## config.mk

```make
export PLATFORM = sky130hd
export DESIGN_NAME = model_lstm_vector_transmitter
export DESIGN_NICKNAME = d
export VERILOG_FILES = /design/src/rtl/model_lstm_controller_pkg.sv /design/src/rtl/model_vector_buffer.sv /design/src/rtl/model_lstm_vector_transmitter.sv
export SDC_FILE = /design/constraint.sdc
export NUM_CORES = 1
export LEC_CHECK = 0
export ABC_CLOCK_PERIOD_IN_PS = 7300
export CAP_MARGIN = 5
export CORE_ASPECT_RATIO = 1.75
export CORE_MARGIN = 5
export CORE_UTILIZATION = 28
export CTS_CLUSTER_SIZE = 8
export DETAILED_ROUTE_END_ITERATION = 7
export GPL_TIMING_DRIVEN = 0
export PLACE_DENSITY = 0.5
export SLEW_MARGIN = 15
export SYNTH_ARGS = -nofsm -noshare
export SYNTH_HDL_FRONTEND = slang
export SYNTH_SLANG_ARGS = --single-unit
```

## constraint.sdc

```tcl
create_clock -name CLK -period 7.3 [get_ports CLK]
set_input_delay 1.46 -clock CLK [delete_from_list [all_inputs] [get_ports CLK]]
set_output_delay 1.46 -clock CLK [all_outputs]
set_load 0.01 [all_outputs]
```

## src/rtl/model_lstm_controller_pkg.sv

```systemverilog
// Shared widths and the transmitter FSM state type for the LSTM vector path.
package model_lstm_controller_pkg;

  localparam int DATA_SIZE    = 64;
  localparam int CONTROL_SIZE = 64;
  localparam int BUFFER_DEPTH = 16;

  typedef enum logic [1:0] {
    IDLE_STATE    = 2'd0,
    REQUEST_STATE = 2'd1,
    SEND_STATE    = 2'd2,
    END_STATE     = 2'd3
  } state_t;

  function automatic int addr_width(input int depth);
    return (depth > 1) ? $clog2(depth) : 1;
  endfunction

endpackage

```

## src/rtl/model_vector_buffer.sv

```systemverilog
// Vector storage: one write port, one read port whose address is registered,
// so rd_data follows the address presented on the previous clock edge.
module model_vector_buffer #(
  parameter int DATA_SIZE    = 64,
  parameter int BUFFER_DEPTH = 16,
  parameter int ADDR_W       = 4
) (
  input  logic                 clk,
  input  logic                 rst_n,
  input  logic                 wr_en,
  input  logic [ADDR_W-1:0]    wr_addr,
  input  logic [DATA_SIZE-1:0] wr_data,
  input  logic [ADDR_W-1:0]    rd_addr,
  output logic [DATA_SIZE-1:0] rd_data
);

  logic [DATA_SIZE-1:0] mem [BUFFER_DEPTH];
  logic [ADDR_W-1:0]    rd_addr_q;

  // Contents are deliberately not reset; stale data is never read back.
  always_ff @(posedge clk) begin
    if (wr_en) begin
      mem[wr_addr] <= wr_data;
    end
  end

  always_ff @(posedge clk or negedge rst_n) begin
    if (!rst_n) begin
      rd_addr_q <= '0;
    end else begin
      rd_addr_q <= rd_addr;
    end
  end

  assign rd_data = mem[rd_addr_q];

endmodule

```

## src/rtl/model_lstm_vector_transmitter.sv

```systemverilog
// Loads a vector into a local buffer, then hands it element by element to the
// LSTM controller on request, pulsing READY at the end or ERROR on a bad START.
module model_lstm_vector_transmitter
  import model_lstm_controller_pkg::*;
#(
  parameter int DATA_SIZE    = model_lstm_controller_pkg::DATA_SIZE,
  parameter int CONTROL_SIZE = model_lstm_controller_pkg::CONTROL_SIZE,
  parameter int BUFFER_DEPTH = model_lstm_controller_pkg::BUFFER_DEPTH
) (
  input  logic                    CLK,
  input  logic                    RST,
  input  logic                    START,
  input  logic [CONTROL_SIZE-1:0] SIZE_IN,
  input  logic                    LOAD_ENABLE,
  input  logic [DATA_SIZE-1:0]    LOAD_DATA,
  input  logic                    DATA_ENABLE,
  output logic                    DATA_OUT_ENABLE,
  output logic [DATA_SIZE-1:0]    DATA_OUT,
  output logic                    LOAD_FULL,
  output logic                    READY,
  output logic                    ERROR,
  output state_t                  DEBUG_STATE
);

  localparam int ADDR_W = addr_width(BUFFER_DEPTH);
  localparam logic [CONTROL_SIZE-1:0] DEPTH_C = CONTROL_SIZE'(BUFFER_DEPTH);
  localparam logic [CONTROL_SIZE-1:0] ONE_C   = CONTROL_SIZE'(1);

  // Handshake: DATA_ENABLE is a request that only counts in REQUEST_STATE;
  // each accepted request yields exactly one DATA_OUT_ENABLE cycle on the
  // following clock, and DATA_OUT holds its value whenever that strobe is low.

  state_t                  state_q, state_d;
  logic [CONTROL_SIZE-1:0] count_q, count_d;
  logic [CONTROL_SIZE-1:0] wr_ptr_q, wr_ptr_d;
  logic [CONTROL_SIZE-1:0] rd_ptr_q, rd_ptr_d;
  logic [CONTROL_SIZE-1:0] length_q, length_d;
  logic [DATA_SIZE-1:0]    data_out_q, data_out_d;
  logic                    data_out_en_q, data_out_en_d;
  logic                    full_q, full_d;
  logic                    ready_q, ready_d;
  logic                    error_q, error_d;
  logic                    load_ok;
  logic [DATA_SIZE-1:0]    rd_data;

  model_vector_buffer #(
    .DATA_SIZE    (DATA_SIZE),
    .BUFFER_DEPTH (BUFFER_DEPTH),
    .ADDR_W       (ADDR_W)
  ) u_buffer (
    .clk     (CLK),
    .rst_n   (RST),
    .wr_en   (load_ok),
    .wr_addr (wr_ptr_q[ADDR_W-1:0]),
    .wr_data (LOAD_DATA),
    .rd_addr (rd_ptr_d[ADDR_W-1:0]),
    .rd_data (rd_data)
  );

  always_comb begin
    state_d       = state_q;
    count_d       = count_q;
    wr_ptr_d      = wr_ptr_q;
    rd_ptr_d      = rd_ptr_q;
    length_d      = length_q;
    data_out_d    = data_out_q;
    data_out_en_d = 1'b0;
    ready_d       = 1'b0;
    error_d       = 1'b0;
    load_ok       = 1'b0;

    case (state_q)
      IDLE_STATE: begin
        load_ok = LOAD_ENABLE && (count_q < DEPTH_C);
        if (load_ok) begin
          wr_ptr_d = wr_ptr_q + ONE_C;
          count_d  = count_q + ONE_C;
        end
        // The length check sees a load arriving in the same cycle.
        if (START) begin
          if ((SIZE_IN == '0) || (SIZE_IN > count_d)) begin
            error_d = 1'b1;
          end else begin
            length_d = SIZE_IN;
            rd_ptr_d = '0;
            state_d  = REQUEST_STATE;
          end
        end
      end
      REQUEST_STATE: begin
        if (DATA_ENABLE) begin
          data_out_d    = rd_data;
          data_out_en_d = 1'b1;
          state_d       = SEND_STATE;
        end
      end
      SEND_STATE: begin
        rd_ptr_d = rd_ptr_q + ONE_C;
        if (rd_ptr_d == length_q) begin
          ready_d  = 1'b1;
          count_d  = '0;
          wr_ptr_d = '0;
          state_d  = END_STATE;
        end else begin
          state_d = REQUEST_STATE;
        end
      end
      END_STATE: begin
        state_d = IDLE_STATE;
      end
      default: begin
        state_d = IDLE_STATE;
      end
    endcase

    full_d = (count_d == DEPTH_C);
  end

  always_ff @(posedge CLK or negedge RST) begin
    if (!RST) begin
      state_q       <= IDLE_STATE;
      count_q       <= '0;
      wr_ptr_q      <= '0;
      rd_ptr_q      <= '0;
      length_q      <= '0;
      data_out_q    <= '0;
      data_out_en_q <= 1'b0;
      full_q        <= 1'b0;
      ready_q       <= 1'b0;
      error_q       <= 1'b0;
    end else begin
      state_q       <= state_d;
      count_q       <= count_d;
      wr_ptr_q      <= wr_ptr_d;
      rd_ptr_q      <= rd_ptr_d;
      length_q      <= length_d;
      data_out_q    <= data_out_d;
      data_out_en_q <= data_out_en_d;
      full_q        <= full_d;
      ready_q       <= ready_d;
      error_q       <= error_d;
    end
  end

  assign DATA_OUT_ENABLE = data_out_en_q;
  assign DATA_OUT        = data_out_q;
  assign LOAD_FULL       = full_q;
  assign READY           = ready_q;
  assign ERROR           = error_q;
  assign DEBUG_STATE     = state_q;

endmodule

```

==> impl_summary.md <==
Status
The flow ran to the end, and the final reports show no timing, DRC or antenna violations.

Placement
The final RePlAce weighted congestion is between 0.9 and 1. After detailed placement, the design holds a cell count of just under 6000. The count of input and output buffers is about 200.

The worst setup timing slack at the placement stage is -0.336 ns. After legalization and detailed placement, the total HPWL measured around 120000 um.

Synthesis
The number of different library cells in the post-synthesis netlist is 66. In the synthesized netlist, the cells that appear most often are edfxtp_1 (1024), mux4_2 (320), nand2_1 (279), dfrtp_1 (266), nor2_1 (151). Synthesis inferred between 1000 and 1500 register bits. The top cell type by total area after synthesis is edfxtp_1. The async set or reset register ratio after synthesis is 0.206.

edfxtp_1 is the most common cell in the netlist. For this run, the leading register cell type out of synthesis is edfxtp_1. The number of synthesis warnings is 0. The post-synth net total is between 3000 and 4000.

After synthesis the cells add up to between 50000 and 60000 um2. The number of instances in the synthesized netlist is 3117. The share of the yosys chip area belonging to registers is 0.700. A synthesized cell averages 17.1 um2.

Ranked by total cell area, the synthesized netlist is headed by edfxtp_1 (58%), mux4_2 (13%), dfrtp_1 (12%). The number of enable-type register cells in the synthesized netlist is ~1000. The area fraction of the dominant cell type after synthesis is 0.575.

Floorplanning
The boundary pin count is 203. The initialized floorplan defines around 210 standard-cell rows. The height of the die is 588 um.

The initial cell density of the core is 0.281. The full die area is approximately 200000 um2. The core region is between 150000 and 200000 um2. Measured along the x axis, the die boundary spans around 340 um.

Power and ir drop
The share of power burned in combinational logic is 0.256. The internal power of the cells is around 16 mW. The analysis attributes to cell leakage a power of between 20 and 25 nW. The share of total power dissipated in sequential elements is 0.399. Summed over all nets, the switching power comes to roughly 6.8 mW.

The largest vdd supply drop is ~0.22 mV. The overall power of the completed layout is between 20 and 25 mW. The power density normalized to cell area is 349 nW/um2. Of the total power, the clock network draws 0.345. Of the total power, the share spent switching nets is 0.300.

CTS
Buffers added to address setup during post-CTS repair amount to 0. Counting every sink on the clock net gives 1290. For this design, the CTS-stage hold fixing added 0 buffers. The level count of the clock H-tree is 4. The TritonCTS clock tree is built. After clock tree synthesis, the clock-pin slew on the worst setup and hold paths is about 0.050 ns. The maximum number of buffers from clock root to sink is 3. The post-cts gate resize count is 2. The clock buffer count from CTS is between 150 and 200. The root buffer selected by CTS is clkbuf_16.

At the later pin of the worst-skew pair, clock insertion delay measures 0.80 ns.

Route
The first detailed-routing pass ran for 5 iterations. In the routed layout, each cell is associated on average with a via count of 4.97. In the final routed layout, each cell accounts on average for 27.8 um.

The DRC violation count after routing is 0. Detailed routing inserted a total of approximately 31000 vias. The count of nets left with antenna violations once routing finished came out at 0. The number of design-rule violations left by the first detailed-router iteration is about 2300. Wires add up to approximately 170000 um.

STA
The hold slack is 0.468 ns. The max-slew violation total from the final report was 0. Derived from the worst setup path, the maximum achievable clock frequency is approximately 140 MHz. The clock period could shrink to approximately 7.2 ns. Setup repair after global routing left no endpoint under its margin. The headroom to the max-slew limit is 0.209. Of the available clock period, the critical path in the final layout requires 0.988.

Setup violations remaining at the end of the flow were counted as 0. The final worst-path setup slack is ~0.085 ns. The final total negative setup slack is 0 ns. The total count of hold-check failures in the final report is 0. The worst-margin pin slew is between 1 and 1.5 ns. The worst-case clock skew is 0.0680 ns.

Global routing
The pin count of the biggest net entering global routing is 96. The number of antenna violations at the first check in global routing came to 28. For this run the aggregate overflow at the end of global routing stands at 0.

For this run, the total global-route usage over all layers was measured as 0.169. The via count of the first global-routing pass is 32700. The global-route wire length before repair is 244000 um.

Cells and area
Of the cells placed in the final design, the portion with a size suffix greater than 1 is 0.202. The layout-stage area growth over the synthesis result is 22.2%. In the final design database the tool counted 3791 nets.

Excluding fillers, the count of instances in the completed layout stands at ~6200.

Critical path
Data on the critical path arrives at its endpoint at between 7 and 8 ns. The worst setup path is captured at a register. Along the worst path, the maximum fanout reaches 10. The required time of the critical path is between 7 and 8 ns. The category of the worst setup path launch point is a register. The critical setup path kind is register to register.

Min path
The min-delay analysis places its worst path in the category register to register.

Job
The number of maximum-capacitance constraint violations is 0.
==> logic make-up (layout without fill, tap and decap cells) <==
| group | count (synthesis) | after routing | synth area share |
|---|---|---|---|
| compound gates | 171 | 171 | 0.0208 |
| xor+xnor | 106 | 106 | 0.0174 |
| fa+ha+maj | 70 | 70 | 0.0164 |
| buf+inv | 259 | 864 | 0.0186 |
| flops | 1290 | 1290 | 0.700 |
| mux | 411 | 411 | 0.153 |
| other cells | 0 | 3 | 0 |
| simple gates | 810 | 810 | 0.0734 |
==> power by group through the flow <==
stage               clock network [mW]  logic (mW)  registers, mW
floorplan                            0        3.50           9.13
global route                      8.41        6.27           9.15
finish                            7.88        5.84           9.09
global placement                     0        5.82           9.29
CTS                               8.08        6.00           9.10
detailed placement                   0        5.97           9.23
==> worst max-delay path, cell delays in order (launching register included) <==
cell	delay, ns
dfrtp_1	0.43
nor4_1	0.41
and4_1	0.28
nand4_1	0.48
or3_1	0.54
clkbuf_1	0.28
mux2i_1	0.42
ha_1	0.32
nor2b_1	0.13
o21a_1	0.16
o21a_1	0.16
o21ai_0	0.20
a21oi_1	0.14
o31ai_1	0.22
a31oi_1	0.12
o31ai_2	0.64
and2_1	0.22
clkbuf_1	0.31
clkdlybuf4s15_1	0.71
clkbuf_2	0.48
mux2_2	0.38
==> final timing paths <==
kind | startpoint | end | cells past startpoint | slack, ns
worst max-delay path | count_q[53] | length_q[50] | 20 | 0.09
worst min-delay path | DATA_OUT[45] | DATA_OUT[45] | 2 | 0.47
min in group asynchronous | RST | count_q[22] | 1 | 0.61
worst min register to register | DATA_OUT[45] | DATA_OUT[45] | 2 | 0.47
worst max register to register | count_q[53] | length_q[50] | 20 | 0.09
max in group asynchronous | RST | DATA_OUT_ENABLE | 3 | 5.37
==> cell usage in the layout, fill, tap and decap left out, types with 13 or more instances in the layout <==
| cell type | n |
|---|---|
| edfxtp_1 | 1024 |
| nor2_1 | 146 |
| xnor2_1 | 70 |
| ha_1 | 70 |
| mux4_2 | 320 |
| o21ai_0 | 50 |
| mux2i_1 | 25 |
| and3_1 | 28 |
| dfrtp_1 | 266 |
| nor4_1 | 59 |
| mux2_2 | 66 |
| buf_1 | 14 |
| clkdlybuf4s50_1 | 201 |
| inv_1 | 83 |
| nand2_1 | 279 |
| nor3_1 | 64 |
| xor2_1 | 36 |
| nand3_1 | 69 |
| a21o_1 | 15 |
| clkbuf_16 | 181 |
| and4_1 | 13 |
| buf_4 | 41 |
| nand4_1 | 56 |
| buf_16 | 16 |
| buf_2 | 21 |
| a21oi_1 | 34 |
| buf_12 | 19 |
| clkbuf_1 | 239 |
| clkbuf_2 | 18 |
==> routing by layer <==
layer	track usage	vias to the layer above	part of all wire
li1	-	13200	-
met1	0.193	16200	0.37
met2	0.306	991	0.52
met3	0.0353	391	0.052
met4	0.0753	30	0.051
met5	0	-	0.0012
==> sequential cells by signal (all words and copies together), names as in the netlist <==
register	count
DATA_OUT	64
DATA_OUT_ENABLE	1
DEBUG_STATE	2
ERROR	1
LOAD_FULL	1
READY	1
count_q	64
length_q	64
rd_ptr_q	60
u_buffer.mem	1024
u_buffer.rd_addr_q	4
wr_ptr_q	4
==> area by class of cell <==
type	count	area [um2]
fillers	18100	125000
flip-flops and latches	1290	37400
multi-input cells	1568	15100
clock buffers	300	4990
repair buffers	289	3290
well taps	2461	3080
plain buffers	176	719
clock inverters	16	362
inverters	83	312
diodes	3	7.51
==> metrics by stage <==
stage | cell area [um2] | util
final | 65300 | 0.343
after global routing | 65300 | 0.343
after CTS | 65300 | 0.343
after detailed placement | 59900 | 0.315
after global placement | 58500 | 0.308
after floorplan | 53400 | -
No activity file was read; power rests on OpenSTA's default activity.
